File: config.mk
export PLATFORM = sky130hd
export DESIGN_NAME = hazard_scoreboard
export DESIGN_NICKNAME = d
export VERILOG_FILES = /design/src/rtl/hazard_scoreboard_pkg.sv /design/src/rtl/hazard_scoreboard_match.sv /design/src/rtl/hazard_scoreboard.sv
export SDC_FILE = /design/constraint.sdc
export NUM_CORES = 1
export LEC_CHECK = 0
export BUFFER_PORTS_ARGS = -buffer_cell sky130_fd_sc_hd__buf_2
export CAP_MARGIN = 20
export CORE_ASPECT_RATIO = 1.75
export CORE_MARGIN = 10
export CORE_UTILIZATION = 45
export CTS_CLUSTER_DIAMETER = 80
export CTS_CLUSTER_SIZE = 30
export DETAILED_ROUTE_END_ITERATION = 16
export GPL_ROUTABILITY_DRIVEN = 0
export GPL_TIMING_DRIVEN = 0
export PLACE_DENSITY = 0.8
export SETUP_SLACK_MARGIN = 0.3
export SYNTH_ARGS = -nofsm -noshare
export SYNTH_HDL_FRONTEND = slang
export SYNTH_SLANG_ARGS = --single-unit
File: constraint.sdc
create_clock -name clk -period 1.91 [get_ports clk]
set_input_delay 0.0955 -clock clk [delete_from_list [all_inputs] [get_ports clk]]
set_output_delay 0.0955 -clock clk [all_outputs]
set_load 0.01 [all_outputs]
File: src/rtl/hazard_scoreboard_pkg.sv
// hazard_scoreboard_pkg
//   Shared types and helpers for the decode-stage hazard/bypass controller.
//   - sb_entry_t : one in-flight scoreboard entry. The destination field is
//                  sized for the widest supported register address. Narrower
//                  addresses are zero-extended into it.
//   - FWD_RF     : forwarding select value meaning "read the register file".
//   - sel_width  : width of a forwarding select for a given stage count.
//   - idx_width  : width of a stage index (at least 1 bit).
package hazard_scoreboard_pkg;

  localparam int REG_ADDR_MAX_W = 8;
  localparam int FWD_RF         = 0;

  typedef struct packed {
    logic                      valid;
    logic [REG_ADDR_MAX_W-1:0] wbaddr;
    logic                      wen;
    logic                      is_load;
    logic                      is_csr;
  } sb_entry_t;

  function automatic int sel_width(input int num_stages);
    return $clog2(num_stages + 1);
  endfunction

  function automatic int idx_width(input int num_stages);
    return (num_stages > 1) ? $clog2(num_stages) : 1;
  endfunction

endpackage

File: src/rtl/hazard_scoreboard_match.sv
// hazard_match
//   Compares one decode source operand against every scoreboard entry and
//   reports the youngest (lowest-index) in-flight writer of that register.
//   Ports:
//     entries_i  scoreboard entries, index 0 = exe
//     addr_i     source register address
//     oen_i      source read enable
//     match_o    some entry writes addr_i
//     idx_o      stage index of the youngest matching entry
//     is_load_o  that entry is a load
module hazard_match
  import hazard_scoreboard_pkg::*;
#(
  parameter int NUM_STAGES = 3,
  parameter int ADDR_W     = 5,
  localparam int IDX_W     = idx_width(NUM_STAGES)
) (
  input  sb_entry_t [NUM_STAGES-1:0] entries_i,
  input  logic      [ADDR_W-1:0]     addr_i,
  input  logic                       oen_i,
  output logic                       match_o,
  output logic      [IDX_W-1:0]      idx_o,
  output logic                       is_load_o
);

  always_comb begin
    match_o   = 1'b0;
    idx_o     = '0;
    is_load_o = 1'b0;
    // x0 is hard-wired zero and never creates a dependency.
    if (oen_i && (addr_i != '0)) begin
      // Scan oldest to youngest so the youngest match overwrites the rest.
      for (int i = NUM_STAGES - 1; i >= 0; i--) begin
        if (entries_i[i].valid && entries_i[i].wen &&
            (entries_i[i].wbaddr == REG_ADDR_MAX_W'(addr_i))) begin
          match_o   = 1'b1;
          idx_o     = IDX_W'(i);
          is_load_o = entries_i[i].is_load;
        end
      end
    end
  end

endmodule

File: src/rtl/hazard_scoreboard.sv
// hazard_scoreboard
//   Decode-stage hazard and bypass controller. Tracks the destinations of
//   NUM_STAGES post-decode stages (0 = exe, NUM_STAGES-1 = wb), stalls decode
//   on unresolvable dependencies and CSR serialisation, and selects
//   forwarding sources for rs1/rs2.
//   Build option HAZARD_SCOREBOARD_BYPASS_EN:
//     defined   - forwarding enabled, only load-use hazards stall.
//     undefined - full interlock: any dependency stalls, selects tied to 0.
//   Ports:
//     clk, reset                synchronous active-high reset
//     dec_valid                 decode holds a valid instruction
//     dec_rs1_addr/oen          source 1
//     dec_rs2_addr/oen          source 2
//     dec_wb_addr, dec_rf_wen   destination
//     dec_is_load, dec_is_csr   instruction class
//     dec_kill                  branch kill of decode
//     cmiss_stall               global pipeline freeze
//     dec_stall                 decode stall (bubble into exe)
//     fwd_rs1_sel/fwd_rs2_sel   0 = register file, k = stage k-1 result
//     sb_busy                   some in-flight entry writes a register
module hazard_scoreboard
  import hazard_scoreboard_pkg::*;
#(
  parameter int  NUM_STAGES = 3,
  parameter int  LOAD_STAGE = 1,
  parameter int  CSR_DRAIN  = 1,
  parameter int  ADDR_W     = 5,
  localparam int SEL_W      = sel_width(NUM_STAGES)
) (
  input  logic              clk,
  input  logic              reset,
  input  logic              dec_valid,
  input  logic [ADDR_W-1:0] dec_rs1_addr,
  input  logic              dec_rs1_oen,
  input  logic [ADDR_W-1:0] dec_rs2_addr,
  input  logic              dec_rs2_oen,
  input  logic [ADDR_W-1:0] dec_wb_addr,
  input  logic              dec_rf_wen,
  input  logic              dec_is_load,
  input  logic              dec_is_csr,
  input  logic              dec_kill,
  input  logic              cmiss_stall,
  output logic              dec_stall,
  output logic [SEL_W-1:0]  fwd_rs1_sel,
  output logic [SEL_W-1:0]  fwd_rs2_sel,
  output logic              sb_busy
);

  localparam int IDX_W = idx_width(NUM_STAGES);

  sb_entry_t [NUM_STAGES-1:0] entries_q, entries_d;

  logic             m1, m2;
  logic [IDX_W-1:0] idx1, idx2;
  logic             ld1, ld2;
  logic             load_haz1, load_haz2;
  logic             csr_block;
  logic             src_stall;

  hazard_match #(.NUM_STAGES(NUM_STAGES), .ADDR_W(ADDR_W)) u_match_rs1 (
    .entries_i (entries_q),
    .addr_i    (dec_rs1_addr),
    .oen_i     (dec_rs1_oen),
    .match_o   (m1),
    .idx_o     (idx1),
    .is_load_o (ld1)
  );

  hazard_match #(.NUM_STAGES(NUM_STAGES), .ADDR_W(ADDR_W)) u_match_rs2 (
    .entries_i (entries_q),
    .addr_i    (dec_rs2_addr),
    .oen_i     (dec_rs2_oen),
    .match_o   (m2),
    .idx_o     (idx2),
    .is_load_o (ld2)
  );

  // Load data is not yet available while the load sits below LOAD_STAGE.
  assign load_haz1 = m1 && ld1 && (int'(idx1) < LOAD_STAGE);
  assign load_haz2 = m2 && ld2 && (int'(idx2) < LOAD_STAGE);

  always_comb begin
    csr_block = 1'b0;
    sb_busy   = 1'b0;
    for (int i = 0; i < NUM_STAGES; i++) begin
      if ((i < CSR_DRAIN) && entries_q[i].valid && entries_q[i].is_csr)
        csr_block = 1'b1;
      if (entries_q[i].valid && entries_q[i].wen)
        sb_busy = 1'b1;
    end
  end

`ifdef HAZARD_SCOREBOARD_BYPASS_EN
  assign src_stall   = load_haz1 || load_haz2;
  assign fwd_rs1_sel = (m1 && !load_haz1) ? SEL_W'(idx1) + SEL_W'(1) : SEL_W'(FWD_RF);
  assign fwd_rs2_sel = (m2 && !load_haz2) ? SEL_W'(idx2) + SEL_W'(1) : SEL_W'(FWD_RF);
`else
  // Full interlock: results are only ever read from the register file.
  logic unused_match_info;
  assign unused_match_info = ^{idx1, idx2, load_haz1, load_haz2};
  assign src_stall   = m1 || m2;
  assign fwd_rs1_sel = SEL_W'(FWD_RF);
  assign fwd_rs2_sel = SEL_W'(FWD_RF);
`endif

  // A killed decode slot never stalls; it turns into a bubble instead.
  assign dec_stall = !dec_kill && (src_stall || csr_block);

  always_comb begin
    entries_d = entries_q;
    if (!cmiss_stall) begin
      for (int i = NUM_STAGES - 1; i >= 1; i--)
        entries_d[i] = entries_q[i-1];
      entries_d[0] = '0;
      if (dec_valid && !dec_stall && !dec_kill) begin
        entries_d[0].valid   = 1'b1;
        entries_d[0].wbaddr  = REG_ADDR_MAX_W'(dec_wb_addr);
        entries_d[0].wen     = dec_rf_wen && (dec_wb_addr != '0);
        entries_d[0].is_load = dec_is_load;
        entries_d[0].is_csr  = dec_is_csr;
      end
    end
  end

  always_ff @(posedge clk) begin
    if (reset) entries_q <= '0;
    else       entries_q <= entries_d;
  end

endmodule

Word-level counts from Yosys, hierarchy flattened
Cells that the tools add are included.
Widths: inputs -> output; s select.
{"block": "totals", "register_bits": 31, "output_inout_bits": 6, "word_cells": 52}
{"block": "classes", "n_eq_ne": 6, "n_mux": 13, "n_reduce_logical": 23}
{"cell": "$eq 8x5->1", "n": 6}
{"cell": "$logic_and 1x1->1", "n": 16}
{"cell": "$reduce_bool 5->1", "n": 3}
{"cell": "$mux 1", "n": 12}
{"cell": "$mux 12", "n": 1}
{"cell": "$logic_not 1->1", "n": 2}
{"cell": "$logic_or 1x1->1", "n": 2}

Logic depth before layout (Yosys ltp)
{"block": "depth", "word_depth": 13, "depth_mapped": 6, "mapped_depth_nobuf": 5}

Hierarchy
From an unflattened synthesis, not the netlist that was laid out.
{"block": "hier_totals", "hier_cells": 178, "area_unflattened_um2": 1607.8}
{"module": "hazard_scoreboard", "n_inst": 1, "cells_per_inst": 96, "area_per_inst_um2": 1017.2}
{"module": "hazard_match", "n_inst": 2, "cells_per_inst": 41, "area_per_inst_um2": 295.3}

Worst setup path before layout
OpenSTA, ideal clock, no wires.
{"block": "synth_path", "path_type": "register to output", "start": "register entries_q[16] in the netlist's numbering", "end": "output port dec_stall", "arrival_ns": 1.534, "required_time_ns": 1.814, "path_slack_ns": 0.281, "stages_incl_launch_ff": 6, "n_path_buf": 0, "path_cell_list": "dfxtp_1 xnor2_1 nand4_1 or3_1 a31oi_2 o21ba_2"}
{"block": "synth_between", "elab_chain_cells": 8}
{"item": "start: declaration", "line": "hazard_scoreboard.sv:51", "source": "sb_entry_t [NUM_STAGES-1:0] entries_q, entries_d;"}
{"item": "start signal: assignment", "line": "hazard_scoreboard.sv:127", "source": "else entries_q <= entries_d;"}
{"item": "$eq 8x5->1", "line": "hazard_scoreboard_match.sv:35", "source": "(entries_i[i].wbaddr == REG_ADDR_MAX_W'(addr_i))) begin"}
{"item": "$logic_and 1x1->1", "line": "hazard_scoreboard_match.sv:34", "source": "if (entries_i[i].valid && entries_i[i].wen &&"}
{"item": "$mux 1 (2 in a row)", "line": "hazard_scoreboard_match.sv:34"}
{"item": "$mux 1", "line": "hazard_scoreboard_match.sv:31", "source": "if (oen_i && (addr_i != '0)) begin"}
{"item": "$logic_or 1x1->1 (*)", "line": "hazard_scoreboard.sv:101", "source": "assign src_stall = m1 || m2;"}
{"item": "$logic_or 1x1->1 (*)", "line": "hazard_scoreboard.sv:107", "source": "assign dec_stall = !dec_kill && (src_stall || csr_block);"}
{"item": "$logic_and 1x1->1 (*)", "line": "hazard_scoreboard.sv:107"}
{"item": "end: declaration", "line": "hazard_scoreboard.sv:43", "source": "output logic dec_stall,"}
Every way passes the cells marked *; elsewhere a longest branch is shown, timed or not.

Worst setup path in the final report
{"block": "layout_path", "start": "register entries_q[27] in the netlist's numbering", "end": "output port dec_stall"}
{"block": "layout_between", "elab_chain_cells": 9}
{"item": "$eq 8x5->1", "line": "hazard_scoreboard_match.sv:35"}
{"item": "$logic_and 1x1->1", "line": "hazard_scoreboard_match.sv:34"}
{"item": "$mux 1 (3 in a row)", "line": "hazard_scoreboard_match.sv:34"}
{"item": "$mux 1", "line": "hazard_scoreboard_match.sv:31"}
{"item": "$logic_or 1x1->1 (*)", "line": "hazard_scoreboard.sv:101"}
{"item": "$logic_or 1x1->1 (*)", "line": "hazard_scoreboard.sv:107"}
{"item": "$logic_and 1x1->1 (*)", "line": "hazard_scoreboard.sv:107"}
Marks and branches as above.

==> qor.csv <==
metric,value,unit
leading registers by flop count,entries_q (22),
# hold bufs at CTS,0,
number of synthesis warnings,0,
part of the power in combinational logic,0.159,
CTS Buf Count,3,
Avg WL per Cell,17.3,µm
Netlist cell types,25,
clock root buffer master,clkbuf_8,
part of the power in registers,0.494,
clk sink count,22,
Net Switching,0.225,mW
Max Slew Vio Count,0,
most frequent cell after synthesis,xnor2_1,
CP Cell Sequence,xnor2_1 > nand4_1 > or3_4 > a31oi_4 > o21ba_4 > buf_6,
Final Cycle Share,0.961,
I/O pin count,31,
CP Class,reg2out,
post-layout util,0.647,
DIE WIDTH,60.4,µm
Syn Std Cell Area,1280,µm²
worst rel slew slack,0.498,
clock insertion delay at the later pin of the skew report,0.26,ns
routed vias,1175,
area fraction of the dominant cell type after synthesis,0.343,
Worst Path Required,1.81,ns
Clock Tree Buf Depth,2,
"area leader, netlist",dfxtp_1,
Inserted Diodes,0,
sw frac,0.239,
DR iter-0 viols,22,
Clock Pin Slew Worst Setup and Hold Paths,0.07,ns
predominant post-synthesis flop cell,dfxtp_1,
Total Wirelength,3630,µm
largest net degree at the start of global routing,13,
CP max stage cell,dfxtp_2,
initial core utilization,0.472,
Largest register FFs,22,
Mapped Cells,143,
initial antenna violation count,0,
critical path launch point type,flip-flop,
DRC,0,
Pwr Total,0.938,mW
number of vias per cell,5.62,
largest cells by area after synthesis,"dfxtp_1, xnor2_1, mux2i_1",
Post-synth EDFFs,0,
P per Cell Area,533,nW/µm²
fin nets,208,
#FFs+latches synth,22,
hpwl dp,2640,µm
Layout Skew,0.00300,ns
Worst EP arrival,1.74,ns
gr usage total,0.134,
register with the most flip-flops,entries_q,
first-pass GRT wire length,5890,µm
Routed Antenna Nets,0,
Clk pwr share,0.347,
fmax,545,MHz
Worst-Margin Slew,0.751,ns
worst min path class,in2reg,
maximum vdd ir drop,0.000533,V
MaxCap Viol Count,0,
Buffers on Ports,23,
async set-reset flop share out of synthesis,0,
Die H,90.7,µm
layout cells sized above 1,0.429,
CP peak stage delay,0.37,ns
"top cells by count, synth","xnor2_1, dfxtp_1, nor2_1, mux2i_1, nand2_1",
overflow left after global routing,0,
DRT Pass-1 Iters,4,
register area share after synthesis,0.343,
crit end category,output port,
full die area,5480,µm²
RSZ-0062 raised after global routing,yes,
post-layout min period,1.84,ns
leakage power,0.711,nW
core area,2720,µm²
"Max FO, Critical Path",3,
Area growth syn-to-layout,37.1,%
status,completed,
worst reg2reg setup slack,0.13,ns
vias in the first global route,1313,
final setup vio count,0,
"Hold Violations, Final",0,
num rows,25,
Mapped Avg Cell Area,8.99,µm²
CTS tree,built,
CTS H-tree lvls,1,
Cell Int Power,0.714,mW
[per-stage QoR]
step                      setup WS, ns  std cells  instance area (µm²)  hold slack [ns]  setup TNS, ns
after floorplan                  0.354        146                 1310            0.246              0
after global placement           0.112        196                 1450            0.362              0
after detailed placement        0.0703        196                 1450            0.361              0
after CTS                        0.122        208                 1710           0.0825              0
after global routing          -0.00384        209                 1760           0.0911       -0.00384
final                           0.0741        209                 1760           0.0840              0
[path summary, 6_finish.rpt]
| path | startpoint | to | cells past startpoint |
|---|---|---|---|
| worst max-delay path | entries_q[27] | dec_stall | 6 |
| worst min-delay path | dec_is_csr | entries_q[0] | 3 |
| worst max register to register | entries_q[27] | entries_q[11] | 8 |
| worst min register to register | entries_q[0] | entries_q[0] | 2 |
[power by group through the flow]
stage / clock [mW] / sequential (mW) / combinational (mW)
global placement: 0 / 0.485 / 0.121
detailed placement: 0 / 0.485 / 0.126
CTS: 0.332 / 0.464 / 0.143
floorplan: 0 / 0.483 / 0.0791
finish: 0.325 / 0.463 / 0.150
global route: 0.350 / 0.464 / 0.165
[worst max-delay path, delay by kind of cell, from the launching register on]
| family | cells | cell delay, ns |
|---|---|---|
| simple gates | 2 | 0.46 |
| compound gates | 2 | 0.41 |
| flops | 1 | 0.37 |
| xor+xnor | 1 | 0.14 |
| buf+inv | 1 | 0.09 |
[cell type report]
cell class / instances / area [µm²]
flip-flops and latches: 22 / 483
plain buffers: 10 / 60.1
multi-input cells: 114 / 933
repair buffers: 32 / 196
clock buffers: 4 / 55.1
fillers: 225 / 960
well taps: 27 / 33.8
[routing by layer]
layer / up-vias / GRT usage / share of wire
li1: 578 / - / -
met1: 541 / 0.134 / 0.36
met3: 14 / 0.0282 / 0.051
met4: 0 / 0.0545 / 0.047
met5: - / 0 / 0
met2: 42 / 0.247 / 0.55
[placed cells by master, fill, tap and decap left out, types with 4 or more instances in the layout]
master	Yosys	routed
xor2_1	5	5
nand3_1	8	8
o31ai_1	7	7
xnor2_1	25	12
buf_2	0	22
nor2_1	15	14
dfxtp_2	0	4
mux2i_1	14	14
dfxtp_1	22	8
xnor2_2	0	13
dfxtp_4	0	10
nand4_1	6	6
conb_1	1	4
clkbuf_8	0	4
buf_6	0	4
buf_4	5	11
nand2_1	13	13
[cells by family after synthesis]
kind of cell / after synthesis / share of synthesized area
simple gates: 50 / 0.191
xor+xnor: 30 / 0.204
flops: 22 / 0.343
compound gates: 16 / 0.106
mux: 14 / 0.109
buf+inv: 10 / 0.0438
other cells: 1 / 0.00292
[repair_timing]
item | in CTS | in global routing
endpoints found under the hold margin | 0 | 0
resized for setup | 40 | 8
setup endpoints to repair | 9 | 9
pin swaps | 18 | 1
buffers inserted | 8 | 1
No activity file was read; power rests on OpenSTA's default activity.
